## src/rtl/pwm_pkg.sv

```systemverilog
// rtl/pwm_pkg.sv - address map constants and defaults for the PWM register bank
package pwm_pkg;

    localparam int DEFAULT_REG_WIDTH    = 16;
    localparam int DEFAULT_NUM_CHANNELS = 4;

    localparam logic [4:0] ADDR_PRESCALE = 5'h00;

    function automatic logic [4:0] period_addr(input int unsigned ch);
        return 5'(32'd1 + 32'd2 * ch);
    endfunction

    function automatic logic [4:0] duty_addr(input int unsigned ch);
        return 5'(32'd2 + 32'd2 * ch);
    endfunction

endpackage

```

## src/rtl/pwm_regs.sv

```systemverilog
// rtl/pwm_regs.sv - PWM configuration register bank with combinational read mux
module pwm_regs
    import pwm_pkg::*;
#(
    parameter int REG_WIDTH    = DEFAULT_REG_WIDTH,
    parameter int NUM_CHANNELS = DEFAULT_NUM_CHANNELS
) (
    input  logic                 clk,
    input  logic                 rst,
    input  logic                 write_en,
    input  logic [4:0]           write_addr,
    input  logic [31:0]          write_data,
    input  logic                 read_en,
    input  logic [4:0]           read_addr,
    output logic [31:0]          read_data,
    output logic [REG_WIDTH-1:0] prescale,
    output logic [REG_WIDTH-1:0] period [NUM_CHANNELS],
    output logic [REG_WIDTH-1:0] duty   [NUM_CHANNELS]
);

    // The whole map must fit in the 5-bit address space and registers in the 32-bit bus.
    if (NUM_CHANNELS < 1 || NUM_CHANNELS > 15 || REG_WIDTH < 1 || REG_WIDTH > 32) begin : g_param_check
        $error("pwm_regs: NUM_CHANNELS must be 1..15 and REG_WIDTH 1..32");
    end

    always_ff @(posedge clk) begin
        if (rst) begin
            prescale <= '0;
            for (int i = 0; i < NUM_CHANNELS; i++) begin
                period[i] <= '0;
                duty[i]   <= '0;
            end
        end else if (write_en) begin
            if (write_addr == ADDR_PRESCALE)
                prescale <= write_data[REG_WIDTH-1:0];
            for (int i = 0; i < NUM_CHANNELS; i++) begin
                if (write_addr == period_addr(i))
                    period[i] <= write_data[REG_WIDTH-1:0];
                if (write_addr == duty_addr(i))
                    duty[i] <= write_data[REG_WIDTH-1:0];
            end
        end
    end

    // Unmapped addresses simply match nothing and fall through to zero.
    always_comb begin
        read_data = '0;
        if (read_en) begin
            if (read_addr == ADDR_PRESCALE)
                read_data[REG_WIDTH-1:0] = prescale;
            for (int i = 0; i < NUM_CHANNELS; i++) begin
                if (read_addr == period_addr(i))
                    read_data[REG_WIDTH-1:0] = period[i];
                if (read_addr == duty_addr(i))
                    read_data[REG_WIDTH-1:0] = duty[i];
            end
        end
    end

endmodule

```

## config.mk

```make
export PLATFORM = sky130hd
export DESIGN_NAME = pwm_regs
export DESIGN_NICKNAME = d
export VERILOG_FILES = /design/src/rtl/pwm_pkg.sv /design/src/rtl/pwm_regs.sv
export SDC_FILE = /design/constraint.sdc
export NUM_CORES = 1
export LEC_CHECK = 0
export CORE_MARGIN = 1.5
export CORE_UTILIZATION = 47
export DETAILED_ROUTE_END_ITERATION = 12
export PLACE_DENSITY_LB_ADDON = 0.15
export REMOVE_ABC_BUFFERS = 1
export SLEW_MARGIN = 20
export SYNTH_ARGS = -nofsm -noshare
export SYNTH_HDL_FRONTEND = slang
export SYNTH_SLANG_ARGS = --single-unit
```

## constraint.sdc

```tcl
create_clock -name clk -period 1.71 [get_ports clk]
set_clock_uncertainty 0.15 [all_clocks]
set_input_delay 0.171 -clock clk [delete_from_list [all_inputs] [get_ports clk]]
set_output_delay 0.171 -clock clk [all_outputs]
set_load 0.02 [all_outputs]
```

==> impl_metrics.json <==
{
  "num_antenna_cells": 0,
  "timing.critical_path.cells": "mux2_4, a32oi_2, a31oi_2, o221a_1, buf_6",
  "die_height_um": 124,
  "first_global_vias": 7858,
  "kind_of_start_point_of_the_critical_path": "register",
  "grt_setup_unrepaired": "true",
  "rows": 44,
  "layout.cells.most_common": "sky130_fd_sc_hd__buf_4",
  "cts_root_buffer": "sky130_fd_sc_hd__clkbuf_16",
  "post_layout_nets": 1260,
  "cts_max_path_buffers": 2,
  "total_of_endpoints_with_negative_setup_slack_in_the_final_report": 16,
  "tritoncts": "yes",
  "postSynth.asyncResetShare": 0,
  "cts-htree-levels": 4,
  "r2r_start": "period[17]$_SDFFE_PP0P_",
  "worstPathMaxFanout": 2,
  "post-route-drc-count": 0,
  "report.final.hold_viol_count": 0,
  "crit_path_start": "period[54]$_SDFFE_PP0P_",
  "hold_startpoint": "rst",
  "finalSetupTns_ps": -4130,
  "worstRegToRegCells": 3,
  "synth_top_area_frac": 0.416,
  "wire_length_of_the_first_global_routing_pass_um": 43400,
  "final-max-slew-violation-count": 0,
  "post_synth_inst_count": 863,
  "post_synth_instance_area_um2": 6930,
  "drtIter0Drc": 1040,
  "power.density_cell_area_nw_per_um2": 745,
  "synth.ff_latch_count": 144,
  "boundaryPins": 222,
  "grt.total_usage": 0.356,
  "dpl-instance-area_um2": 10400,
  "layout_common_cells": "sky130_fd_sc_hd__buf_4, sky130_fd_sc_hd__nand2_1, sky130_fd_sc_hd__dlygate4sd2_1, sky130_fd_sc_hd__dfxtp_1, sky130_fd_sc_hd__a21oi_1",
  "worstPathArrival_ps": 1700,
  "final.min_clock_period_ps": 2020,
  "totalPowerFinal_mw": 8.41,
  "antenna_violations_before_repair": 0,
  "path_clk_slew_ps": 60,
  "finalCoreUtilization": 0.779,
  "detail_route.wirelength_um": 28700,
  "final_area_um2": 11300,
  "dpl.hpwl_um": 19200,
  "endpoint_kind": "primary output",
  "placedCellCount": 1367,
  "routabilityCongestion": 0.911,
  "viasPerCell": 5.83,
  "placement.io_buffers": 189,
  "timing.critical_path.slowest_stage_cell": "sky130_fd_sc_hd__dfxtp_2",
  "timing.critical_path.max_delay_family": "compound AO/OA/AOI/OAI gates",
  "cell_types_occupying_the_most_area_after_synthesis": "sky130_fd_sc_hd__dfxtp_1, sky130_fd_sc_hd__a21oi_1, sky130_fd_sc_hd__nand2_1",
  "grt_start_max_net_pins": 88,
  "ys.flop_type": "sky130_fd_sc_hd__dfxtp_1",
  "first_pass_iters": 6,
  "status": "complete, but fails checks",
  "highest_clock_rate_mhz": 494,
  "cts_sinks": 144,
  "dieArea_um2": 15500,
  "synth_edf_count": 0,
  "failing_checks": "negative setup slack",
  "place_worst_setup_slack_ps": -1130,
  "yosysWarningCount": 0,
  "seq_area_frac_synth": 0.416,
  "num_vias": 8228,
  "ys_types": 49,
  "post_route_cells_drive_above_1_share": 0.296,
  "final.period_utilization": 1.18,
  "drv_cap": 0,
  "core_region_area_um2": 14500,
  "stdcell_count": 1411,
  "cts-hold-fix-buffers": 0,
  "cpPeakStageDelay_ps": 320,
  "hold-worst-slack_ps": 73.1,
  "global_route.overflow_total": 0,
  "die_w_um": 124,
  "timing.critical_path.required_ps": 1390,
  "fin_ws_ps": -315,
  "hold-path-cell-count": 3,
  "inserted_clock_buffers": 17,
  "static_leakage_nw": 5.28,
  "yosysTopAreaCell": "sky130_fd_sc_hd__dfxtp_1",
  "wire_per_inst_um": 20.4,
  "initial_utilization": 0.478,
  "worst-path-stages": 5,
  "antenna_violating_nets_post_route": 0,
  "critPathKind": "register to primary output",
  "area_delta_synth_final_pct": 62.9,
  "path_buf_inv": 1,
  "ir_worst_vdd_uv": 714,
  "syn_avg_cell_area_um2": 8.03,
  "path_category_of_the_worst_min_delay_check": "input pin to register",
  "clock_latency_ps": 430
}
[tightest hold or removal path, stage by stage]
cell and delay (ps):
sky130_fd_sc_hd__buf_4 130, sky130_fd_sc_hd__buf_12 180, sky130_fd_sc_hd__nor2_1 120
[layout make-up]
cell class              instances  area [um2]
multi-input cells             626        3820
repair buffers                421        3670
fillers                      1035        3190
flip-flops and latches        144        2900
clock buffers                  18         439
well taps                     184         230
clock inverters                14         205
inverters                       4        16.3
[sequential cells by signal, indices dropped and copies added (netlist names)]
signal / count
duty: 64
prescale: 16
period: 64
[power breakdown]
part | switching [mW] | internal (mW) | total, mW | leakage (nW)
Sequential | 0.0160 | 3.38 | 3.39 | 1.17
Clock | 1.58 | 2.51 | 4.08 | 0.313
Combinational | 0.557 | 0.378 | 0.935 | 3.80
[layer usage]
metal	share of wire	track usage
met1	0.38	0.442
met2	0.47	0.577
met3	0.10	0.0868
met4	0.043	0.177
met5	0	0
[path summary, 6_finish.rpt]
path | slack [ps] | endpoint
worst min-delay path | 70 | period[1]$_SDFFE_PP0P_
worst max register to register | 740 | period[17]$_SDFFE_PP0P_
worst min register to register | 340 | period[23]$_SDFFE_PP0P_
worst max-delay path | -310 | read_data[6]
[Yosys cell counts, drive strengths merged (7+ instances only)]
| library cell | instances |
|---|---|
| nor2 | 49 |
| a32oi | 9 |
| clkbuf | 57 |
| nand3 | 73 |
| o221a | 8 |
| and3 | 7 |
| o22ai | 7 |
| buf | 47 |
| nor2b | 12 |
| dfxtp | 144 |
| a31oi | 12 |
| o221ai | 11 |
| a21oi | 131 |
| mux2 | 15 |
| mux2i | 44 |
| nand2 | 174 |
| o21ai | 15 |
[logic make-up after synthesis]
| logic type | synth area share |
|---|---|
| AND/OR/NAND/NOR | 0.234 |
| AO/OA/AOI/OAI | 0.179 |
| flip-flops | 0.416 |
| buffers and inverters | 0.0824 |
| multiplexers | 0.0880 |
| other | 0.000541 |
[timing repair]
action / CTS / global route
gates resized for setup: 314 / 33
cloned: 1 / 0
pin swaps: 47 / 24
setup buffers: 5 / 6
endpoints found under the setup margin: 160 / 59
endpoints found under the hold margin: 0 / 0
No activity file was read; power rests on OpenSTA's default activity.
